===== config.mk =====
export PLATFORM = sky130hd
export DESIGN_NAME = boot_loader
export DESIGN_NICKNAME = d
export VERILOG_FILES = /design/src/rtl/boot_loader.sv
export SDC_FILE = /design/constraint.sdc
export NUM_CORES = 1
export LEC_CHECK = 0
export CAP_MARGIN = 25
export CORE_ASPECT_RATIO = 1.4
export CORE_MARGIN = 5
export CORE_UTILIZATION = 40
export DETAILED_ROUTE_END_ITERATION = 12
export PLACE_DENSITY_LB_ADDON = 0.3
export SLEW_MARGIN = 20
export SYNTH_ARGS = -nofsm -noshare
export SYNTH_HDL_FRONTEND = slang
export SYNTH_SLANG_ARGS = --single-unit

===== constraint.sdc =====
create_clock -name clk -period 5.65 [get_ports clk]
set_input_delay 1.13 -clock clk [delete_from_list [all_inputs] [get_ports clk]]
set_output_delay 1.13 -clock clk [all_outputs]
set_load 0.02 [all_outputs]

===== src/rtl/boot_loader.sv =====
// boot_loader: streams a length-prefixed big-endian program into instruction memory, holding the CPU in reset until done
// Ports: clk, reset (async, active-high); rx_data/rx_valid/rx_ready byte input;
// imem_we/imem_addr/imem_wdata word write port; cpu_reset, done, error status.
// Optional feature macro: BOOT_LOADER_CHECKSUM_EN adds a trailing XOR checksum byte (CHK state).
module boot_loader #(
  parameter logic [31:0] BASE_ADDR = 32'h0000_0000,
  parameter int unsigned MAX_WORDS = 256
) (
  input  logic        clk,
  input  logic        reset,
  input  logic [7:0]  rx_data,
  input  logic        rx_valid,
  output logic        rx_ready,
  output logic        imem_we,
  output logic [31:0] imem_addr,
  output logic [31:0] imem_wdata,
  output logic        cpu_reset,
  output logic        done,
  output logic        error
);
`ifdef BOOT_LOADER_CHECKSUM_EN
  typedef enum logic [2:0] {IDLE, LEN_HI, LEN_LO, DATA, CHK, DONE, ERROR} state_t;
  localparam state_t S_END = CHK;
  logic [7:0] r_chk;
`else
  typedef enum logic [2:0] {IDLE, LEN_HI, LEN_LO, DATA, DONE, ERROR} state_t;
  localparam state_t S_END = DONE;
`endif
  state_t      r_state;
  logic [15:0] r_len;
  logic [15:0] r_word;
  logic [1:0]  r_byte;
  logic [23:0] r_shift;
  logic        w_acc;
  logic [15:0] w_n;
  assign w_acc = rx_valid & rx_ready;
  assign w_n   = {r_len[15:8], rx_data};
`ifdef BOOT_LOADER_CHECKSUM_EN
  assign rx_ready = r_state == LEN_HI || r_state == LEN_LO || r_state == DATA || r_state == CHK;
`else
  assign rx_ready = r_state == LEN_HI || r_state == LEN_LO || r_state == DATA;
`endif
  assign cpu_reset = r_state != DONE;
  assign done      = r_state == DONE;
  assign error     = r_state == ERROR;
  always_ff @(posedge clk or posedge reset) begin
    if (reset) begin
      r_state    <= IDLE;
      r_len      <= '0;
      r_word     <= '0;
      r_byte     <= '0;
      r_shift    <= '0;
      imem_we    <= 1'b0;
      imem_addr  <= BASE_ADDR;
      imem_wdata <= '0;
`ifdef BOOT_LOADER_CHECKSUM_EN
      r_chk      <= '0;
`endif
    end else begin
      imem_we <= 1'b0;
      case (r_state)
        IDLE: r_state <= LEN_HI;
        LEN_HI: if (w_acc) begin
          r_len[15:8] <= rx_data;
          r_state     <= LEN_LO;
        end
        LEN_LO: if (w_acc) begin
          r_len[7:0] <= rx_data;
          if (w_n == 16'd0) r_state <= S_END;
          else if (32'(w_n) > MAX_WORDS) r_state <= ERROR;
          else r_state <= DATA;
        end
        DATA: if (w_acc) begin
          r_byte  <= r_byte + 2'd1;
          r_shift <= {r_shift[15:0], rx_data};
`ifdef BOOT_LOADER_CHECKSUM_EN
          r_chk   <= r_chk ^ rx_data;
`endif
          if (r_byte == 2'd3) begin
            // word k lands at BASE_ADDR + 4k; the 32-bit add wraps naturally
            imem_we    <= 1'b1;
            imem_addr  <= BASE_ADDR + {14'd0, r_word, 2'd0};
            imem_wdata <= {r_shift, rx_data};
            r_word     <= r_word + 16'd1;
            if (r_word == r_len - 16'd1) r_state <= S_END;
          end
        end
`ifdef BOOT_LOADER_CHECKSUM_EN
        CHK: if (w_acc) begin
          if (rx_data == r_chk) r_state <= DONE;
          else r_state <= ERROR;
        end
`endif
        default: ;
      endcase
    end
  end
endmodule


Yosys cells after proc, flatten, opt, wreduce, memory -nomap -nowiden:

Cells that the tools add are included.

* output and inout bits: 69
* register bits: 110
* logic and storage cells: 48
* bits of input ports: 11

* multiplexer cells: 11
* equality and inequality tests: 13
* $lt $le $gt $ge: 1
* reductions and logical operators: 10
* $add $sub $neg: 3
* bitwise logic cells: 1

Operator list (number)
* $mux 3: 7
* $add 16x1->16 const B: 1
* $eq 16x16->1: 1
* $gt 16x9->1 const B: 1
* $logic_not 16->1: 1
* $sub 16x1->16 const B: 1
* $pmux 3 s4: 1
* $eq 3x2->1 const B: 2
* $eq 3x3->1 const B: 2
* $ne 2x2->1 const B: 3
* $reduce_and 2->1: 3
* $reduce_and 6->1: 1
* $ne 2x1->1 const B: 2
* $reduce_bool 4->1: 1
* $eq 3x1->1 const B: 1
* $logic_not 3->1: 1
* $mux 1: 3
* $ne 3x3->1 const B: 1
* $reduce_and 3->1: 1
* $add 2x1->2 const B: 1
* $eq 2x2->1 const B: 1
* $logic_or 1x1->1: 2
* $and 1x1->1: 1

Depth between registers and ports, before layout:

* depth in word-level cells: 6
* gate-level depth with buffers: 9
* depth with buffers taken out: 8

Worst setup path after synthesis:

No wires, ideal clock.

* path kind: input-to-reg
* start point: input rx_valid
* end point: register r_state[2]
* slack: 2.680 ns
* stages on the path: 7
* library setup time: 0.066 ns
* required time: 5.584 ns
* arrival: 2.904 ns
* buffers on the path: 1
* cells stage by stage: nand4b_1 or2_2 clkbuf_1 a2111oi_0 nand3_1 or4_1 nand2_1

* word-level cells in the longest chain between the ends: 3
* elaborated cells between the ends (all ways): 5
* those cells by class: 3 x eq/ne; 1 x bitwise; 1 x reduce/logical

RTL lines
* from (decl): RTL line 12 `input logic rx_valid,`
* $and 1x1->1 (*): RTL line 36 `assign w_acc = rx_valid & rx_ready;`
* $ne 2x2->1 (no source line)
* $reduce_and 6->1 (no source line) (*)
* to (signal assigned): RTL line 48 `r_state <= IDLE;`
* to (signal assigned): RTL line 62 `IDLE: r_state <= LEN_HI;`
* to (signal assigned): RTL line 65 `r_state <= LEN_LO;`
* to (decl): RTL line 29 `state_t r_state;`

Mark *: on every way between the ends. The rest lies on a longest branch, timed or not.
A chain may end at the register's enable or synchronous reset.

Worst setup path after layout:

* start point: input rx_valid
* end point: register r_word[3]

* word-level cells in the longest chain between the ends: 2

RTL lines
* $and 1x1->1: RTL line 36
* $reduce_and 3->1 (no source line)
* to (signal assigned): RTL line 84 `r_word <= r_word + 16'd1;`
* to (decl): RTL line 31 `logic [15:0] r_word;`

Every way passes these cells.

==> results.tsv <==
metric	value	unit
Final WS setup	2.13	ns
hold violation total from the final report	0	
ys flop type	sky130_fd_sc_hd__dfrtp_1	
count of buffer and inverter cells on the critical path	5	
CTS tree	built	
Port Buffers	63	
Final Total Pwr	0.00288	W
initial antenna violation count	0	
initial standard-cell utilization of the core	40.7	%
power density normalized to cell area	476	mW/mm^2
number of instances resized during post-cts repair	0	
LEAKAGE	2.85	nW
Die X	105	microns
ratio of routed vias to standard cells	5.01	
category of the worst setup path launch point	input port	
Syn. warnings	0	
total global-route track usage	15.4	%
highest net fanout along the worst path	52	
wire length of the first global-routing pass	18600	microns
GRT overflow	0	
post-synthesis instance area	0.00504	sq mm
remaining design rule violation count	0	
site row count	48	
Worst IR Drop VDD	0.223	mV
final setup violation count	0	
DR vias	3543	
Final ANT Viol Nets	0	
total count of max-transition violations in the final report	0	
arrival time of the worst setup path	3.80	ns
final core area utilization	49.0	%
outcome	completed	
growth of design area from synthesis to finish	20.3	%
Crit path max-delay family	buffers and inverters	
Post-CTS Setup Bufs	0	
count of hold-fix buffers inserted at cts	0	
Final #Nets	566	
area leader, netlist	sky130_fd_sc_hd__dfrtp_1	
Worst Skew	0.00817	ns
final sum of negative setup slack	0	ns
Fillers	1202	
maximum buffer depth of the clock tree	2	
share of final-layout standard cells stronger than drive strength 1	12.4	%
master of the slowest instance on the critical path	sky130_fd_sc_hd__clkdlybuf4s50_1	
gate count after technology mapping	496	
mean instance size in the synthesized netlist	10.2	sq um
Post-synth EDFFs	0	
final wirelength	11000	microns
dominant cell by count in the synthesized netlist	sky130_fd_sc_hd__nand2_1	
clk_lat worst skew	0.35	ns
Post-Place Worst Slack	1.71	ns
top-area cell type share of the netlist area	54.6	%
CTS sink count	110	
pin count of the biggest net entering global routing	68	
worst setup path category	input port to flop	
actual slew at the worst max-slew pin	0.846	ns
required time of the critical path	5.93	ns
register area share after synthesis	54.6	%
antenna cell count	0	
class of the most critical hold timing path	flop to flop	
leading cell types by total area after synthesis	sky130_fd_sc_hd__dfrtp_1 55%, sky130_fd_sc_hd__nand2_1 12%, sky130_fd_sc_hd__mux2_2 8.7%	
HPWL reported at the end of detailed placement	7750	microns
number of synthesized register bits	110	
relative slew slack	43.6	%
Worst-path clk slew	0.07	ns
CP Capture Type	flop	
Tmin final	3.52	ns
post-detailed-route wirelength per cell	15.5	microns
number of DRC markers in iteration 0	180	
cell chain of the critical path	clkdlybuf4s50_1 > nand4b_1 > buf_4 > or2_2 > buf_4 > clkinv_1 > buf_4 > nand3_1 > xnor2_1	
area inside the core boundary	0.0124	sq mm
Max Clk Rate	284	MHz
Die Span Y	143	microns
count of max-cap constraint violations	0	
critical path's largest stage delay	0.47	ns
share of synthesized flip-flops with an asynchronous set or reset	100	%
cts bufs inserted	9	
Clk Tree Root Cell	sky130_fd_sc_hd__clkbuf_16	
1st-pass router iterations	4	
Die Area	0.0150	sq mm
critical path's most frequent cell	sky130_fd_sc_hd__buf_4	
RSZ-0062 raised after global routing	no	
H-tree depth	3	
fraction of the cycle the final worst path needs	62.4	%
GP Congestion	0.806	
count of different cell masters after synthesis	45	
IO Pins	80	
Synth top cells by count	157 x sky130_fd_sc_hd__nand2_1, 110 x sky130_fd_sc_hd__dfrtp_1, 39 x sky130_fd_sc_hd__mux2_2, 23 x sky130_fd_sc_hd__xnor2_1, 18 x sky130_fd_sc_hd__clkbuf_1	
number of global-route vias before repair	3644	
[worst min-delay path, stage by stage (launching register included)]
cell	delay [ns]
sky130_fd_sc_hd__dfrtp_1	0.35
sky130_fd_sc_hd__nand2_1	0.05
sky130_fd_sc_hd__nand2_1	0.05
[cell families (layout without fill, tap and decap cells)]
family / count (synthesis) / after routing / synth area share [%]
buf+inv: 47 / 93 / 5.02
xor+xnor: 34 / 34 / 5.91
flops: 110 / 110 / 54.6
simple gates: 234 / 234 / 21.2
fa+ha+maj: 3 / 3 / 0.745
other cells: 1 / 16 / 0.0744
compound gates: 28 / 28 / 3.70
mux: 39 / 39 / 8.72
[power by group]
group	internal, W	total, W	switching, W	leakage [nW]
combinational	0.000458	0.000918	0.000460	1.26
clock	0.000406	0.000699	0.000293	0.161
sequential	0.00104	0.00127	0.000231	1.43
total	0.00190	0.00288	0.000984	2.85
[metrics by stage]
| step | cell area (sq um) | std cells | hold slack [ns] |
|---|---|---|---|
| after floorplan | 5090 | 511 | 0.433 |
| after global placement | 5730 | 691 | 0.446 |
| after detailed placement | 5730 | 691 | 0.461 |
| after CTS | 6060 | 707 | 0.477 |
| after global routing | 6060 | 707 | 0.489 |
| final | 6060 | 707 | 0.473 |
[area by class of cell]
type                       instances  area [sq um]  share of cell area, %
sequential                       110          2750                   45.4
clock buffer                      11           243                   4.01
tap                              150           188                   3.10
timing repair buffer              67           661                   10.9
multi-input combinational        354          2090                   34.5
inverter                          10          40.0                  0.661
clock inverter                     5          86.3                   1.42
[layer usage]
metal / part of all wire [%] / GRT usage [%] / vias up
li1: - / - / 1726
met1: 43 / 19.5 / 1725
met2: 51 / 26.0 / 76
met3: 4.1 / 3.21 / 16
met4: 2.0 / 5.86 / 0
met5: 0 / 0 / -
[flip-flops by register name, summed over array words and instances (netlist names)]
signal      count
imem_addr      16
imem_wdata     32
imem_we         1
r_byte          2
r_len          16
r_shift        24
r_state         3
r_word         16
[final timing paths]
check	from	to	slack [ns]	cells past startpoint
setup reg to reg	r_len[2]	r_state[2]	2.69	6
max in group asynchronous	reset	r_len[12]	3.25	3
hold / removal	r_shift[19]	imem_wdata[27]	0.47	2
setup / recovery	rx_valid	r_word[3]	2.13	9
hold reg to reg	r_shift[19]	imem_wdata[27]	0.47	2
min in group asynchronous	reset	imem_addr[2]	1.31	2
[cells in the final DEF (no fill, tap or decap), types with 9 or more instances in the layout]
| cell type | n |
|---|---|
| sky130_fd_sc_hd__nand2_1 | 157 |
| sky130_fd_sc_hd__dfrtp_1 | 110 |
| sky130_fd_sc_hd__clkdlybuf4s50_1 | 63 |
| sky130_fd_sc_hd__mux2_2 | 39 |
| sky130_fd_sc_hd__xnor2_1 | 23 |
| sky130_fd_sc_hd__nand3_1 | 17 |
| sky130_fd_sc_hd__conb_1 | 16 |
| sky130_fd_sc_hd__nor2_1 | 12 |
| sky130_fd_sc_hd__xor2_1 | 11 |
| sky130_fd_sc_hd__clkbuf_16 | 9 |
(Power assumes the default switching activity.)
